**src/rtl/fifo_ctrl_pkg.sv**
```systemverilog
// Shared types and constants for the synchronous FIFO controller.
//   DEFAULT_ADDR_WIDTH : default RAM address width (DEPTH = 1 << ADDR_WIDTH)
//   err_t              : sticky error flags {overflow, underflow}
//   err_update()       : next-state of the sticky error flags
package fifo_ctrl_pkg;

    localparam int unsigned DEFAULT_ADDR_WIDTH = 4;

    typedef struct packed {
        logic overflow;
        logic underflow;
    } err_t;

    // A new error event wins over a same-cycle clear.
    function automatic err_t err_update(err_t cur, logic set_ov, logic set_un, logic clr);
        err_t nxt;
        nxt.overflow  = set_ov | (cur.overflow  & ~clr);
        nxt.underflow = set_un | (cur.underflow & ~clr);
        return nxt;
    endfunction

endpackage

```
**src/rtl/sync_fifo_ctrl_if.sv**
```systemverilog
// Handshake/status bundle between the FIFO users and sync_fifo_ctrl.
//   master : producer/consumer side, drives flush/winc/rinc/clr_err
//   slave  : controller side, drives RAM controls, flags, count, rvalid, errors
interface sync_fifo_ctrl_if
    import fifo_ctrl_pkg::*;
#(
    parameter int unsigned ADDR_WIDTH = DEFAULT_ADDR_WIDTH
);
    logic                  flush;
    logic                  winc;
    logic                  rinc;
    logic                  clr_err;
    logic [ADDR_WIDTH-1:0] waddr;
    logic [ADDR_WIDTH-1:0] raddr;
    logic                  wclken;
    logic                  rclken;
    logic                  wfull;
    logic                  rempty;
    logic                  walmost_full;
    logic                  ralmost_empty;
    logic [ADDR_WIDTH:0]   count;
    logic                  rvalid;
    logic                  overflow;
    logic                  underflow;

    modport master (
        output flush, winc, rinc, clr_err,
        input  waddr, raddr, wclken, rclken, wfull, rempty, walmost_full, ralmost_empty,
        input  count, rvalid, overflow, underflow
    );

    modport slave (
        input  flush, winc, rinc, clr_err,
        output waddr, raddr, wclken, rclken, wfull, rempty, walmost_full, ralmost_empty,
        output count, rvalid, overflow, underflow
    );

endinterface

```
**src/rtl/fifo_ptr_ctr.sv**
```systemverilog
// Binary FIFO pointer with wrap bit.
//   i_clk   : clock
//   i_rst   : asynchronous active-high reset (pointer -> 0)
//   i_clear : synchronous clear, higher priority than i_inc
//   i_inc   : advance pointer by one
//   o_ptr   : current pointer (MSB is the wrap bit)
module fifo_ptr_ctr #(
    parameter int unsigned WIDTH = 5
) (
    input  logic             i_clk,
    input  logic             i_rst,
    input  logic             i_clear,
    input  logic             i_inc,
    output logic [WIDTH-1:0] o_ptr
);

    logic [WIDTH-1:0] r_ptr;

    always_ff @(posedge i_clk or posedge i_rst) begin
        if (i_rst) begin
            r_ptr <= '0;
        end else if (i_clear) begin
            r_ptr <= '0;
        end else if (i_inc) begin
            r_ptr <= r_ptr + WIDTH'(1);
        end
    end

    assign o_ptr = r_ptr;

endmodule

```
**src/rtl/sync_fifo_ctrl.sv**
```systemverilog
// Single-clock pointer/flag controller driving a dual-port RAM as a synchronous FIFO.
//   i_clk : clock (RAM write and read clocks tie to this)
//   i_rst : asynchronous active-high reset
//   bus   : slave side of sync_fifo_ctrl_if
//           in : flush, winc, rinc, clr_err
//           out: waddr, raddr, wclken, rclken, wfull, rempty, walmost_full, ralmost_empty,
//                count, rvalid, overflow, underflow
module sync_fifo_ctrl
    import fifo_ctrl_pkg::*;
#(
    parameter int unsigned ADDR_WIDTH = DEFAULT_ADDR_WIDTH,
    parameter int unsigned AF_LEVEL   = (1 << ADDR_WIDTH) - 2,
    parameter int unsigned AE_LEVEL   = 2
) (
    input logic            i_clk,
    input logic            i_rst,
    sync_fifo_ctrl_if.slave bus
);

    localparam int unsigned DEPTH = 1 << ADDR_WIDTH;
    localparam int unsigned CW    = ADDR_WIDTH + 1;

    localparam logic [CW-1:0] LP_DEPTH = CW'(DEPTH);
    localparam logic [CW-1:0] LP_AF    = CW'(AF_LEVEL);
    localparam logic [CW-1:0] LP_AE    = CW'(AE_LEVEL);

    if (!((AE_LEVEL < AF_LEVEL) && (AF_LEVEL <= DEPTH))) begin : g_bad_levels
        $error("sync_fifo_ctrl: levels must satisfy AE_LEVEL < AF_LEVEL <= DEPTH");
    end

    logic [CW-1:0] w_wptr;
    logic [CW-1:0] w_rptr;
    logic [CW-1:0] r_count;
    logic [CW-1:0] w_count_next;
    logic          w_full;
    logic          w_empty;
    logic          w_push_ok;
    logic          w_pop_ok;
    logic          w_set_ov;
    logic          w_set_un;
    logic          r_rvalid;
    err_t          r_err;
    err_t          w_err_next;

    // Flags come from the registered count only, so winc/rinc never reach a flag combinationally.
    assign w_full  = (r_count == LP_DEPTH);
    assign w_empty = (r_count == '0);

    assign w_push_ok = bus.winc & ~w_full  & ~bus.flush;
    assign w_pop_ok  = bus.rinc & ~w_empty & ~bus.flush;
    assign w_set_ov  = bus.winc &  w_full  & ~bus.flush;
    assign w_set_un  = bus.rinc &  w_empty & ~bus.flush;

    fifo_ptr_ctr #(
        .WIDTH (CW)
    ) u_wptr (
        .i_clk   (i_clk),
        .i_rst   (i_rst),
        .i_clear (bus.flush),
        .i_inc   (w_push_ok),
        .o_ptr   (w_wptr)
    );

    fifo_ptr_ctr #(
        .WIDTH (CW)
    ) u_rptr (
        .i_clk   (i_clk),
        .i_rst   (i_rst),
        .i_clear (bus.flush),
        .i_inc   (w_pop_ok),
        .o_ptr   (w_rptr)
    );

    always_comb begin
        w_count_next = r_count;
        if (bus.flush) begin
            w_count_next = '0;
        end else begin
            unique case ({w_push_ok, w_pop_ok})
                2'b10:   w_count_next = r_count + CW'(1);
                2'b01:   w_count_next = r_count - CW'(1);
                default: w_count_next = r_count;
            endcase
        end
    end

    assign w_err_next = err_update(r_err, w_set_ov, w_set_un, bus.clr_err);

    always_ff @(posedge i_clk or posedge i_rst) begin
        if (i_rst) begin
            r_count  <= '0;
            r_rvalid <= 1'b0;
            r_err    <= '0;
        end else begin
            r_count  <= w_count_next;
            // pop_ok already excludes flush, so a flush also drops rvalid.
            r_rvalid <= w_pop_ok;
            r_err    <= w_err_next;
        end
    end

    assign bus.waddr         = w_wptr[ADDR_WIDTH-1:0];
    assign bus.raddr         = w_rptr[ADDR_WIDTH-1:0];
    assign bus.wclken        = w_push_ok;
    assign bus.rclken        = w_pop_ok;
    assign bus.wfull         = w_full;
    assign bus.rempty        = w_empty;
    assign bus.walmost_full  = (r_count >= LP_AF);
    assign bus.ralmost_empty = (r_count <= LP_AE);
    assign bus.count         = r_count;
    assign bus.rvalid        = r_rvalid;
    assign bus.overflow      = r_err.overflow;
    assign bus.underflow     = r_err.underflow;

    // The wrap-bit pointer difference must always equal the occupancy count.
    logic [CW-1:0] w_ptr_diff;
    assign w_ptr_diff = w_wptr - w_rptr;

    ap_count_matches_ptrs : assert property (
        @(posedge i_clk) disable iff (i_rst) (r_count == w_ptr_diff)
    );

endmodule

```
**src/flat_wrapper.sv**
```systemverilog
// flat-port wrapper written by rule: the top's interface ports become plain ports
module sync_fifo_ctrl_flat import fifo_ctrl_pkg::*;
#(
    parameter int unsigned ADDR_WIDTH = DEFAULT_ADDR_WIDTH,
    parameter int unsigned AF_LEVEL   = (1 << ADDR_WIDTH) - 2,
    parameter int unsigned AE_LEVEL   = 2
)
  (i_clk, i_rst, bus_flush, bus_winc, bus_rinc, bus_clr_err, bus_waddr, bus_raddr, bus_wclken, bus_rclken, bus_wfull, bus_rempty, bus_walmost_full, bus_ralmost_empty, bus_count, bus_rvalid, bus_overflow, bus_underflow);
  sync_fifo_ctrl_if #(.ADDR_WIDTH(ADDR_WIDTH)) bus_i ();
  input logic i_clk;
  input logic i_rst;
  input wire logic [$bits(bus_i.flush)-1:0] bus_flush;
  input wire logic [$bits(bus_i.winc)-1:0] bus_winc;
  input wire logic [$bits(bus_i.rinc)-1:0] bus_rinc;
  input wire logic [$bits(bus_i.clr_err)-1:0] bus_clr_err;
  output wire logic [$bits(bus_i.waddr)-1:0] bus_waddr;
  output wire logic [$bits(bus_i.raddr)-1:0] bus_raddr;
  output wire logic [$bits(bus_i.wclken)-1:0] bus_wclken;
  output wire logic [$bits(bus_i.rclken)-1:0] bus_rclken;
  output wire logic [$bits(bus_i.wfull)-1:0] bus_wfull;
  output wire logic [$bits(bus_i.rempty)-1:0] bus_rempty;
  output wire logic [$bits(bus_i.walmost_full)-1:0] bus_walmost_full;
  output wire logic [$bits(bus_i.ralmost_empty)-1:0] bus_ralmost_empty;
  output wire logic [$bits(bus_i.count)-1:0] bus_count;
  output wire logic [$bits(bus_i.rvalid)-1:0] bus_rvalid;
  output wire logic [$bits(bus_i.overflow)-1:0] bus_overflow;
  output wire logic [$bits(bus_i.underflow)-1:0] bus_underflow;
  assign bus_i.flush = bus_flush;
  assign bus_i.winc = bus_winc;
  assign bus_i.rinc = bus_rinc;
  assign bus_i.clr_err = bus_clr_err;
  assign bus_waddr = bus_i.waddr;
  assign bus_raddr = bus_i.raddr;
  assign bus_wclken = bus_i.wclken;
  assign bus_rclken = bus_i.rclken;
  assign bus_wfull = bus_i.wfull;
  assign bus_rempty = bus_i.rempty;
  assign bus_walmost_full = bus_i.walmost_full;
  assign bus_ralmost_empty = bus_i.ralmost_empty;
  assign bus_count = bus_i.count;
  assign bus_rvalid = bus_i.rvalid;
  assign bus_overflow = bus_i.overflow;
  assign bus_underflow = bus_i.underflow;
  sync_fifo_ctrl #(.ADDR_WIDTH(ADDR_WIDTH), .AF_LEVEL(AF_LEVEL), .AE_LEVEL(AE_LEVEL)) u_core (.i_clk(i_clk), .i_rst(i_rst), .bus(bus_i));
endmodule
```
**config.mk**
```make
export PLATFORM = sky130hd
export DESIGN_NAME = sync_fifo_ctrl_flat
export DESIGN_NICKNAME = d
export VERILOG_FILES = /design/src/rtl/fifo_ctrl_pkg.sv /design/src/rtl/sync_fifo_ctrl_if.sv /design/src/rtl/fifo_ptr_ctr.sv /design/src/rtl/sync_fifo_ctrl.sv /design/src/flat_wrapper.sv
export SDC_FILE = /design/constraint.sdc
export NUM_CORES = 1
export LEC_CHECK = 0
export ABC_AREA = 1
export CORE_MARGIN = 2
export CORE_UTILIZATION = 46
export DETAILED_ROUTE_END_ITERATION = 8
export PLACE_DENSITY = 0.75
export SYNTH_ARGS = -nofsm -noshare
export SYNTH_HDL_FRONTEND = slang
export SYNTH_SLANG_ARGS = --single-unit
```
**constraint.sdc**
```tcl
create_clock -name i_clk -period 2.1 [get_ports i_clk]
set_clock_uncertainty 0.05 [all_clocks]
set_input_delay 0.42 -clock i_clk [delete_from_list [all_inputs] [get_ports i_clk]]
set_output_delay 0.42 -clock i_clk [all_outputs]
set_load 0.02 [all_outputs]
```
**Word-level counts from Yosys, hierarchy flattened**

Index checks and enable logic that the tools add are counted.

- Flip-flop bits (word level): 18
- Bits in latches: 0
- RAM bits: 0
- Memory bits (read-only): 0
- Bits of input ports: 6
- Output and inout bits: 22
- Memories kept: 0

- Add/subtract/negate cells: 4
- $mul: 0
- Div/mod/pow operators: 0
- $lt $le $gt $ge: 2
- Equality and inequality tests: 3
- Shift-type cells: 0
- Multiplexer cells: 6
- Bitwise logic cells: 16
- Reductions and logical operators: 4

Operators with widths:

| cell | number |
|---|---|
| 5-bit 2-to-1 mux | 5 |
| 5-bit by 1-bit adder with 5-bit output, second input constant | 3 |
| 1-bit bitwise AND | 10 |
| 5-bit case mux with 2 select lines | 1 |
| 5-bit == test, second input constant | 1 |
| 5-bit by 4-bit greater-or-equal comparator with 1-bit output, second input constant | 1 |
| 5-bit by 2-bit less-or-equal comparator with 1-bit output, second input constant | 1 |
| 5-bit logical NOT | 1 |
| 5-bit by 1-bit subtractor with 5-bit output, second input constant | 1 |
| 1-bit inverter | 4 |
| 2-bit nonzero test | 2 |
| 3-bit nonzero test | 1 |
| 2-bit by 1-bit == test with 1-bit output, second input constant | 1 |
| 2-bit == test, second input constant | 1 |
| 1-bit OR | 2 |

**Longest topological paths before layout**

- Depth in word-level cells: 7
- Gate-level depth with buffers: 15
- Depth with buffers taken out: 15

**Cells and area by module**

Synthesis repeated with hierarchy kept, for this count alone.

- Cell total of the unflattened synthesis: 145
- Area, all modules: 1,122.3 sq um

By module, submodules not included:

| module | instances | cells an instance | area each (sq um) | seq. area each (sq um) |
|---|---|---|---|---|
| sync_fifo_ctrl | 1 | 79 | 601.8 | 200.2 |
| fifo_ptr_ctr | 2 | 33 | 260.2 | 125.1 |

**Least setup slack after synthesis**

No wires, ideal clock.

- Path type: flip-flop to flip-flop
- Start: reg u_core.r_count[4], in the netlist u_core.bus.count[4]
- End: reg u_core.r_count[4], in the netlist u_core.bus.count[4]
- Library setup time: 117 ps
- Arrival: 1,953 ps
- Required time: 1,933 ps
- Path slack: -20 ps
- Cell stages (with the launch flop): 16
- Period minus slack after synthesis: 2,120 ps
- Cell sequence: dfrtp_1 > inv_1 > nand3_2 > nand2_4 > inv_4 > nand2_4 > fa_1 > nand3b_1 > nand2_1 > nand2_1 > nand2_1 > inv_1 > nand2_1 > nand2_1 > nand2_1 > nand2_1

- Cells in the longest elaborated chain, start to end: 7
- Elaborated cells between the ends (all ways): 15

RTL lines:

| what | line | source |
|---|---|---|
| start, declared | sync_fifo_ctrl.sv:33 | `logic [CW-1:0] r_count;` |
| start signal, assigned | sync_fifo_ctrl.sv:95 | `r_count <= w_count_next;` |
| 5-bit logical NOT * | sync_fifo_ctrl.sv:47 | `assign w_empty = (r_count == '0);` |
| 1-bit inverter * | sync_fifo_ctrl.sv:50 | `assign w_pop_ok = bus.rinc & ~w_empty & ~bus.flush;` |
| 1-bit bitwise AND * (2 in a row) | sync_fifo_ctrl.sv:50 |  |
| via bus_rclken | flat_wrapper.sv:19 | `output wire logic [$bits(bus_i.rclken)-1:0] bus_rclken;` |
| 2-bit by 1-bit == test with 1-bit output or 2-bit == test (tied branches) | sync_fifo_ctrl.sv:79 | `unique case ({w_push_ok, w_pop_ok})` |
| 5-bit case mux with 2 select lines | sync_fifo_ctrl.sv:79 |  |
| 5-bit 2-to-1 mux | sync_fifo_ctrl.sv:76 | `if (bus.flush) begin` |

Mark *: on every way through the listed nets, which the timed path passes. The rest lies on a longest branch.
A chain may end at the register's enable or synchronous reset.

**Final worst setup path**

- Start: reg u_core.r_count[1], in the netlist u_core.bus.count[1]
- End: out bus_wclken

- Cells in the longest elaborated chain, start to end: 4

RTL lines:

| what | line | source |
|---|---|---|
| 5-bit == test | sync_fifo_ctrl.sv:46 | `assign w_full = (r_count == LP_DEPTH);` |
| 1-bit inverter | sync_fifo_ctrl.sv:49 | `assign w_push_ok = bus.winc & ~w_full & ~bus.flush;` |
| 1-bit bitwise AND (2 in a row) | sync_fifo_ctrl.sv:49 |  |
| end, declared | flat_wrapper.sv:18 | `output wire logic [$bits(bus_i.wclken)-1:0] bus_wclken;` |

Every way passes these cells.

==> flow_summary.json <==
{
  "grt-ovfl-total": 0,
  "hold_viol_final": 0,
  "worst_slew_pin_slew_ns": 0.620,
  "multi_input_area_sq_um": 561,
  "post-route-period-util_pct": 96.7,
  "insertion_delay_ns": 0.30,
  "grt_antenna_before_repair": 0,
  "synth_warnings": 0,
  "tritoncts": "built",
  "ys_seq_elements": 16,
  "num_vias": 1016,
  "vdd_drop_max_mv": 0.858,
  "diodes": 0,
  "clk_pin_slew_ns": 0.10,
  "wl_per_cell_um": 13.5,
  "critPathLaunchType": "flop",
  "htreeDepth": 1,
  "synthCells": 121,
  "die-area_sq_um": 2490,
  "grt_pass1_wl_um": 4200,
  "clock_sinks": 16,
  "arrival_ns": 1.56,
  "reg2reg_to": "u_core.bus.count[4]$_DFFE_PP0P_",
  "post-route-drc-count": 0,
  "wirelength_um": 2740,
  "cp_data_required_time_ns": 1.63,
  "synth_area_sq_um": 970,
  "setup_viol": 0,
  "r2r_setup_slack_ns": 0.07,
  "io_buffers": 27,
  "fmax_mhz": 493,
  "gr-usage-all-layers_pct": 22.5,
  "hold_path.class": "in2async",
  "io_pins": 28,
  "grt_max_degree": 17,
  "fp.dieW_um": 49.9,
  "dp.cells": 192,
  "power.leakage_nw": 0.815,
  "postSynthAreaPerCell_sq_um": 8.01,
  "first_iter_violations": 9,
  "grt_setup_unrepaired": "true",
  "first_pass_iters": 4,
  "clock_path_buffers": 2,
  "ant_nets": 0,
  "reg2regPathDepth": 14,
  "die_y_um": 49.9,
  "drive_gt1_share_pct": 30.1,
  "start_util_pct": 48.9,
  "cts_root_buffer": "clkbuf_4",
  "power_per_cell_area_nw_per_um2": 1100,
  "slew-limit-headroom_pct": 58.6,
  "worstSetupEndpointType": "primary output",
  "drv_cap": 0,
  "coreArea_sq_um": 1980,
  "path_class": "reg2out",
  "grt_pass1_vias": 962,
  "synth_seq_area_share_pct": 41.3,
  "total_power_mw": 1.72,
  "fin_crit_ns": 2.03,
  "cp_max_fo": 3,
  "finalWeightedCongestion": 0.883,
  "syn_to_final_growth_pct": 61.0,
  "seqCellArea_sq_um": 402,
  "via_per_inst": 5.00,
  "status": "finished, final reports clean",
  "instances_no_fill": 203,
  "r2r-start": "u_core.bus.count[1]$_DFFE_PP0P_",
  "n_fill_cell": 129,
  "cts-buffers-inserted": 3,
  "maxSlewViolCount": 0,
  "synth_nets": 133,
  "place_hpwl_um": 1940,
  "layout.nets": 189,
  "rows": 16,
  "synth.distinct_cells": 20
}
[flip-flops by register name, indices dropped and copies added, names as in the netlist]
register and flops:
u_core.bus.count 5, u_core.bus.overflow 1, u_core.bus.rvalid 1, u_core.bus.underflow 1, u_core.u_rptr.o_ptr 4, u_core.u_wptr.o_ptr 4
[routing by layer]
metal	global-route usage, %	routed length [um]	up-vias
met5	0	0	-
met4	13.4	127	0
li1	-	-	496
met2	41.3	1460	28
met1	25.4	1070	480
met3	0.909	86	12
[synth_stat cells (all sizes together)]
master,n,share of area (%)
nor3,2,1.0
nand2,36,17
a21oi,7,3.6
xnor2,2,1.8
ha,5,6.5
nor2,12,6.7
nand3,11,6.7
inv,19,7.6
nand3b,1,0.77
dfrtp,16,41
o21ai,9,4.6
fa,1,2.1
[worst max-delay path: stages (launching register included)]
cell	delay, ns
dfrtp_1	0.43
nor2_4	0.16
nand3_2	0.12
nand2_4	0.11
inv_4	0.05
buf_4	0.13
clkdlybuf4s15_1	0.27
[cells in the final DEF, fill, tap and decap left out, drive strengths merged]
cell,count
nand2,36
a21oi,7
clkbuf,4
ha,5
nor3,2
inv,19
nand3b,1
clkdlybuf4s15,2
nand3,11
o21ai,9
dlymetal6s2s,2
fa,1
dlygate4sd2,5
clkdlybuf4s50,18
buf,24
nor2,12
dfrtp,16
xnor2,2
[kinds of logic after synthesis]
logic type                 share of synthesized area (%)
xor gates and xnor gates                            1.81
adders and majority gates                           8.52
and+or+nand+nor                                     32.5
AOI/OAI and AO/OA                                   8.26
buffers and inverters                               7.61
DFF                                                 41.3
[area by class of cell]
cell class | count | area share, %
multi-input cells | 86 | 35.9
repair buffers | 51 | 29.0
flip-flops and latches | 16 | 25.7
inverters | 19 | 4.89
clock buffers | 4 | 2.32
well taps | 27 | 2.16
[timing repair]
item,in CTS,in global routing
setup buffers,1,6
pin swaps,1,14
setup endpoints to repair,7,4
hold buffers,0,0
resized for setup,12,12
[report_power, final]
group | switching [mW] | internal [mW] | total [mW]
combinational | 0.582 | 0.466 | 1.05
sequential | 0.0758 | 0.381 | 0.457
clock | 0.104 | 0.106 | 0.210
total | 0.762 | 0.953 | 1.72
[metrics by stage]
step	instance area, sq um	worst slack [ns]	utilization (%)	setup TNS [ns]	hold WS (ns)
3_3_place_gp	1400	-0.372	70.8	-1.38	0.426
6_report	1560	0.0702	78.8	0	0.443
2_1_floorplan	971	0.0175	-	0	0.284
3_5_place_dp	1400	-0.400	70.8	-1.60	0.437
4_1_cts	1450	0.00878	73.2	0	0.450
5_1_grt	1560	-0.0531	78.8	-0.0968	0.489
[how the worst max path moves through the flow]
stage                                     from                               to  slack (ns)
2_1_floorplan  u_core.bus.count[2]$_DFFE_PP0P_  u_core.bus.count[4]$_DFFE_PP0P_        0.02
6_report       u_core.bus.count[1]$_DFFE_PP0P_                       bus_wclken        0.07
5_1_grt        u_core.bus.count[1]$_DFFE_PP0P_  u_core.bus.count[3]$_DFFE_PP0P_       -0.05
3_3_place_gp                          bus_winc  u_core.bus.count[4]$_DFFE_PP0P_       -0.37
3_5_place_dp                          bus_rinc  u_core.bus.count[4]$_DFFE_PP0P_       -0.40
4_1_cts                               bus_winc  u_core.bus.count[4]$_DFFE_PP0P_       0.009
(Power assumes the default switching activity.)
